--- src/rtl/button_scan_ctrl.sv ---
// Shared debounce/auto-repeat scanner. One tick prescaler and one sample/count
// datapath are time-multiplexed across N_BTN synchronized button inputs.
module button_scan_ctrl #(
    parameter int unsigned N_BTN        = 4,
    parameter int unsigned TICK_DIV     = 100000,
    parameter int unsigned STABLE       = 7,
    parameter int unsigned REPEAT_DELAY = 250,
    parameter int unsigned REPEAT_RATE  = 50
) (
    input  logic             clk,
    input  logic             rst,
    input  logic [N_BTN-1:0] button,
    output logic [N_BTN-1:0] level,
    output logic [N_BTN-1:0] press,
    output logic             tick,
    output logic             busy
);

    localparam int unsigned DivW = (TICK_DIV > 1) ? $clog2(TICK_DIV) : 1;
    localparam int unsigned IdxW = (N_BTN > 1) ? $clog2(N_BTN) : 1;
    localparam int unsigned CntW = (STABLE > 1) ? $clog2(STABLE + 1) : 1;

    typedef enum logic [0:0] {StIdle, StScan} state_e;

    state_e            state_q, state_d;
    logic [IdxW-1:0]   idx_q, idx_d;
    logic [DivW-1:0]   div_q, div_d;
    logic [N_BTN-1:0]  sync_meta_q, sync_q;
    logic [CntW-1:0]   cnt_q [N_BTN];
    logic [CntW-1:0]   cnt_d [N_BTN];
    logic [7:0]        rc_q  [N_BTN];
    logic [7:0]        rc_d  [N_BTN];
    logic [N_BTN-1:0]  level_q, level_d;
    logic [N_BTN-1:0]  press_q, press_d;

    assign tick  = (div_q == DivW'(TICK_DIV - 1));
    assign busy  = (state_q == StScan);
    assign level = level_q;
    assign press = press_q;

    // Two-flop synchronizer on the raw asynchronous buttons.
    always_ff @(posedge clk) begin
        if (rst) begin
            sync_meta_q <= '0;
            sync_q      <= '0;
        end else begin
            sync_meta_q <= button;
            sync_q      <= sync_meta_q;
        end
    end

    // Prescaler next-state: wraps at TICK_DIV-1.
    always_comb begin
        div_d = tick ? '0 : div_q + DivW'(1);
    end

    // Scan FSM next-state: one channel per clock after each tick.
    always_comb begin
        state_d = state_q;
        idx_d   = idx_q;
        unique case (state_q)
            StIdle: begin
                if (tick) begin
                    state_d = StScan;
                    idx_d   = '0;
                end
            end
            StScan: begin
                if (idx_q == IdxW'(N_BTN - 1)) begin
                    state_d = StIdle;
                    idx_d   = '0;
                end else begin
                    idx_d = idx_q + IdxW'(1);
                end
            end
            default: begin
                state_d = StIdle;
                idx_d   = '0;
            end
        endcase
    end

    // Per-channel debounce and repeat update for the channel under scan only.
    always_comb begin
        level_d = level_q;
        press_d = '0;
        for (int i = 0; i < N_BTN; i++) begin
            cnt_d[i] = cnt_q[i];
            rc_d[i]  = rc_q[i];
            if (busy && (idx_q == IdxW'(i))) begin
                if (!sync_q[i]) begin
                    cnt_d[i]   = '0;
                    rc_d[i]    = '0;
                    level_d[i] = 1'b0;
                end else if (cnt_q[i] < CntW'(STABLE)) begin
                    cnt_d[i] = cnt_q[i] + CntW'(1);
                end else if (!level_q[i]) begin
                    level_d[i] = 1'b1;
                    press_d[i] = 1'b1;
                    rc_d[i]    = 8'(REPEAT_DELAY);
                end else if (rc_q[i] == 8'd1) begin
                    press_d[i] = 1'b1;
                    rc_d[i]    = 8'(REPEAT_RATE);
                end else if (rc_q[i] != 8'd0) begin
                    rc_d[i] = rc_q[i] - 8'd1;
                end
            end
        end
    end

    // Registered state: prescaler, FSM, per-channel counters and outputs.
    always_ff @(posedge clk) begin
        if (rst) begin
            div_q   <= '0;
            state_q <= StIdle;
            idx_q   <= '0;
            level_q <= '0;
            press_q <= '0;
            for (int i = 0; i < N_BTN; i++) begin
                cnt_q[i] <= '0;
                rc_q[i]  <= '0;
            end
        end else begin
            div_q   <= div_d;
            state_q <= state_d;
            idx_q   <= idx_d;
            level_q <= level_d;
            press_q <= press_d;
            for (int i = 0; i < N_BTN; i++) begin
                cnt_q[i] <= cnt_d[i];
                rc_q[i]  <= rc_d[i];
            end
        end
    end

endmodule

--- config.mk ---
export PLATFORM = sky130hd
export DESIGN_NAME = button_scan_ctrl
export DESIGN_NICKNAME = d
export VERILOG_FILES = /design/src/rtl/button_scan_ctrl.sv
export SDC_FILE = /design/constraint.sdc
export NUM_CORES = 1
export LEC_CHECK = 0
export ABC_AREA = 0
export CORE_ASPECT_RATIO = 0.6
export CORE_UTILIZATION = 32
export CTS_BUF_LIST = sky130_fd_sc_hd__clkbuf_16
export DETAILED_ROUTE_END_ITERATION = 10
export PLACE_DENSITY = 0.55
export SYNTH_ARGS = -nofsm -noshare
export SYNTH_HDL_FRONTEND = slang
export SYNTH_SLANG_ARGS = --single-unit
--- constraint.sdc ---
create_clock -name clk -period 1.75 [get_ports clk]
set_clock_uncertainty 0.05 [all_clocks]
set_input_delay 0.35 -clock clk [delete_from_list [all_inputs] [get_ports clk]]
set_output_delay 0.35 -clock clk [all_outputs]
set_load 0.03 [all_outputs]
==> metrics.txt <==
outcome=finished, violations left; violated checks=setup timing; Post-Place Worst Slack=-0.06211 ns; post-route ant nets=0; vias per cell=5.171; number of synthesized register bits=80; Reg2Reg Capture Point=rc_q[1][3]$_SDFFE_PP0P_; Leakage=0.002381 uW; IO Count=16; initial cell density of the core=33.28%; routability congestion estimate=0.9188; relative slew slack=73.35%; Final Max Tran Viols=0; startpoint types=flip-flop; worst reg-to-reg setup slack=0 ns; FILL cells=1167; diodes inserted=0; Crit Path Category=flip-flop to output pin; YS warnings=0; Post-Syn Area=4079 um2; row cnt=31; sequential area share after synthesis=39.26%; Num CTS Buffers=9; Main synth FF type=dfxtp_1; clk slew on worst S/H paths=0.06 ns; RSZ-0062 raised after global routing=true; EDFF count, synth=0; Tmin final=1.881 ns; final setup TNS=-0.1314 ns; VDD IR max=509.5 uV; mean area per synthesized cell=8.207 um2; TritonCTS clock tree=done; Skew-Pair Late Insertion Delay=0.34 ns; Slew @ Worst Pin=0.3967 ns; # clock sinks=80; Core Box Area=12260 um2; # Max-Cap Violations=0; Mapped Cells=497; async set-or-reset flop fraction in the synthesized netlist=0%; most frequent cells in the layout=buf_4, dfxtp_1, nand2_1, nor2_1, a21oi_1; vias in the first global route=3588; worst hold path type=primary input to flip-flop; CP max FO=2; die footprint=13220 um2; Pre-Repair DR Iteration Count=5; Pwr Total=3961 uW; Die W=147.8 um; initial antenna violation count=0; Placed Cells=737; pwr/cell area=692.3 nW/um2; Total Routing Usage GR=16.23%; Post-Syn Nets=524; CP required=1.35 ns; crit path DAT=1.48 ns; Bufs on Longest Clock Path=2; Final setup viols=1; layout cell share with drive strength beyond 1=30.30%; achievable frequency=0.5315 GHz; Area Growth Syn to Fin=40.25%; port bufs=15; worst setup margin=-0.1314 ns; post-synth cell types=62; vias=3925; first-pass GRT wire length=17080 um; HPWL after DPL=7269 um; critical path endpoint category=output pin; DRT iter0 DRCs=291; Finished Layout Cells=759; crit share post-route=107.5%; clk root buf=clkbuf_16; R2R depth=7; Die H=89.45 um; worst r2r src=idx_q[1]$_SDFFE_PP0P_; Final Hold Viols=0; WL/cell=13.88 um; hold_buf cts=0; maximum number of pins on one net before global-route repair=20; DR DRC count=0; worst hold path cell count=3; fin nets=616; H-tree levels=3; final wirelength=10540 um; total gr overflow=0; hold endpoint=press[1]$_SDFF_PP0_; Hold Path Origin=rst; most common cell after layout, fill and taps aside=buf_4
-- logic make-up (layout without fill, tap and decap cells) --
family / Yosys count / in the layout / synth area share (%)
AND/OR/NAND/NOR: 224 / 224 / 28.19
multiplexers: 1 / 1 / 0.2761
adder cells (fa/ha/maj): 21 / 21 / 6.442
XOR/XNOR: 15 / 15 / 3.221
buffers and inverters: 38 / 135 / 3.619
flip-flops: 80 / 80 / 39.26
AO/OA/AOI/OAI: 118 / 118 / 18.99
-- synthesized netlist by cell type (all sizes together), types with 2 or more instances --
cell type | count | area share, %
and2 | 2 | 0.31
clkbuf | 12 | 1.1
and3 | 7 | 1.1
ha | 21 | 6.4
a22o | 2 | 0.43
nand4 | 20 | 3.1
o21a | 2 | 0.37
a21oi | 38 | 4.7
o22ai | 2 | 0.31
nor3 | 14 | 1.8
xor2 | 9 | 1.9
nand2b | 2 | 0.31
a21boi | 6 | 1.1
a22oi | 4 | 0.74
or4 | 2 | 0.37
a21o | 8 | 1.5
dfxtp | 80 | 39
nor3b | 5 | 0.92
nand3 | 25 | 3.2
o21ai | 18 | 2.2
a32o | 3 | 0.74
o211ai | 3 | 0.55
nor4 | 5 | 0.92
o31ai | 6 | 1.1
nand3b | 5 | 0.92
o21bai | 2 | 0.46
a31oi | 8 | 1.2
o221a | 2 | 0.55
xnor2 | 6 | 1.3
nor2b | 13 | 2.0
o22a | 2 | 0.43
nor4b | 4 | 0.86
a31o | 4 | 0.86
inv | 20 | 1.8
or3 | 6 | 0.92
or2 | 3 | 0.52
buf | 5 | 0.58
nand2 | 63 | 5.9
nor2 | 44 | 4.1
-- power by group --
group	internal, uW	total [uW]	switching (uW)	leakage [uW]
Sequential	1830	1840	11.9	0.000654
Combinational	63.7	130	66.0	0.00157
Clock	1240	1990	754	0.000153
-- what timing repair did --
| action | 4_1_cts | 5_1_grt |
|---|---|---|
| cloned | 0 | 1 |
| resized for setup | 29 | 71 |
| endpoints found under the setup margin | 17 | 51 |
| pin swaps | 8 | 21 |
| buffers inserted | 1 | 7 |
-- flip-flops by register name, indices dropped and copies added (netlist names) --
| name | count |
|---|---|
| press | 4 |
| busy | 1 |
| sync_meta_q | 4 |
| level | 4 |
| div_q | 17 |
| sync_q | 4 |
| idx_q | 2 |
| cnt_q | 12 |
| rc_q | 32 |
-- how the worst max path moves through the flow --
| stage | cells past startpoint | slack [ns] | endpoint | startpoint |
|---|---|---|---|---|
| after floorplan | 7 | -0.02 | rc_q[1][3]$_SDFFE_PP0P_ | idx_q[1]$_SDFFE_PP0P_ |
| after global placement | 8 | -0.03 | rc_q[1][3]$_SDFFE_PP0P_ | rc_q[1][1]$_SDFFE_PP0P_ |
| after detailed placement | 8 | -0.06 | rc_q[1][3]$_SDFFE_PP0P_ | rc_q[1][1]$_SDFFE_PP0P_ |
| after CTS | 6 | -0.12 | tick | div_q[0]$_SDFF_PP0_ |
| after global routing | 6 | -0.26 | tick | div_q[0]$_SDFF_PP0_ |
| final | 6 | -0.13 | tick | div_q[0]$_SDFF_PP0_ |
-- through the flow --
stage                     hold slack [ns]  cell area [um2]  utilization [%]
after CTS                          0.2902             5375            43.85
after global routing               0.3092             5720            46.67
final                              0.2980             5720            46.67
after floorplan                    0.3638             4085                -
after detailed placement           0.3788             4967            40.53
after global placement             0.3662             4967            40.53
-- metal layers --
| metal | up-vias | wire length [um] | track usage [%] | part of all wire, % |
|---|---|---|---|---|
| li1 | 1972 | - | - | - |
| met1 | 1855 | 5599 | 22.79 | 53 |
| met2 | 88 | 4343 | 24.49 | 41 |
| met3 | 10 | 509 | 4.031 | 4.8 |
| met4 | 0 | 82 | 4.873 | 0.78 |
| met5 | - | 0 | 0 | 0 |
-- worst max-delay path, stage by stage, from the launching register on --
cell	delay [ns]
dfxtp_2	0.36
ha_4	0.14
nand4_1	0.11
nor3_2	0.19
nand4_1	0.13
inv_1	0.09
buf_6	0.13
-- final cells by class --
type	instances	area, um2	area share (%)
Multi-Input combinational cell	379	2666	46.61
Inverter	21	81.33	1.422
Clock buffer	9	225.2	3.937
Clock inverter	7	86.33	1.509
Timing Repair Buffer	98	825.8	14.44
Tap cell	165	206.4	3.609
Sequential cell	80	1629	28.48
Note: power is estimated with default switching activity, not from simulation.
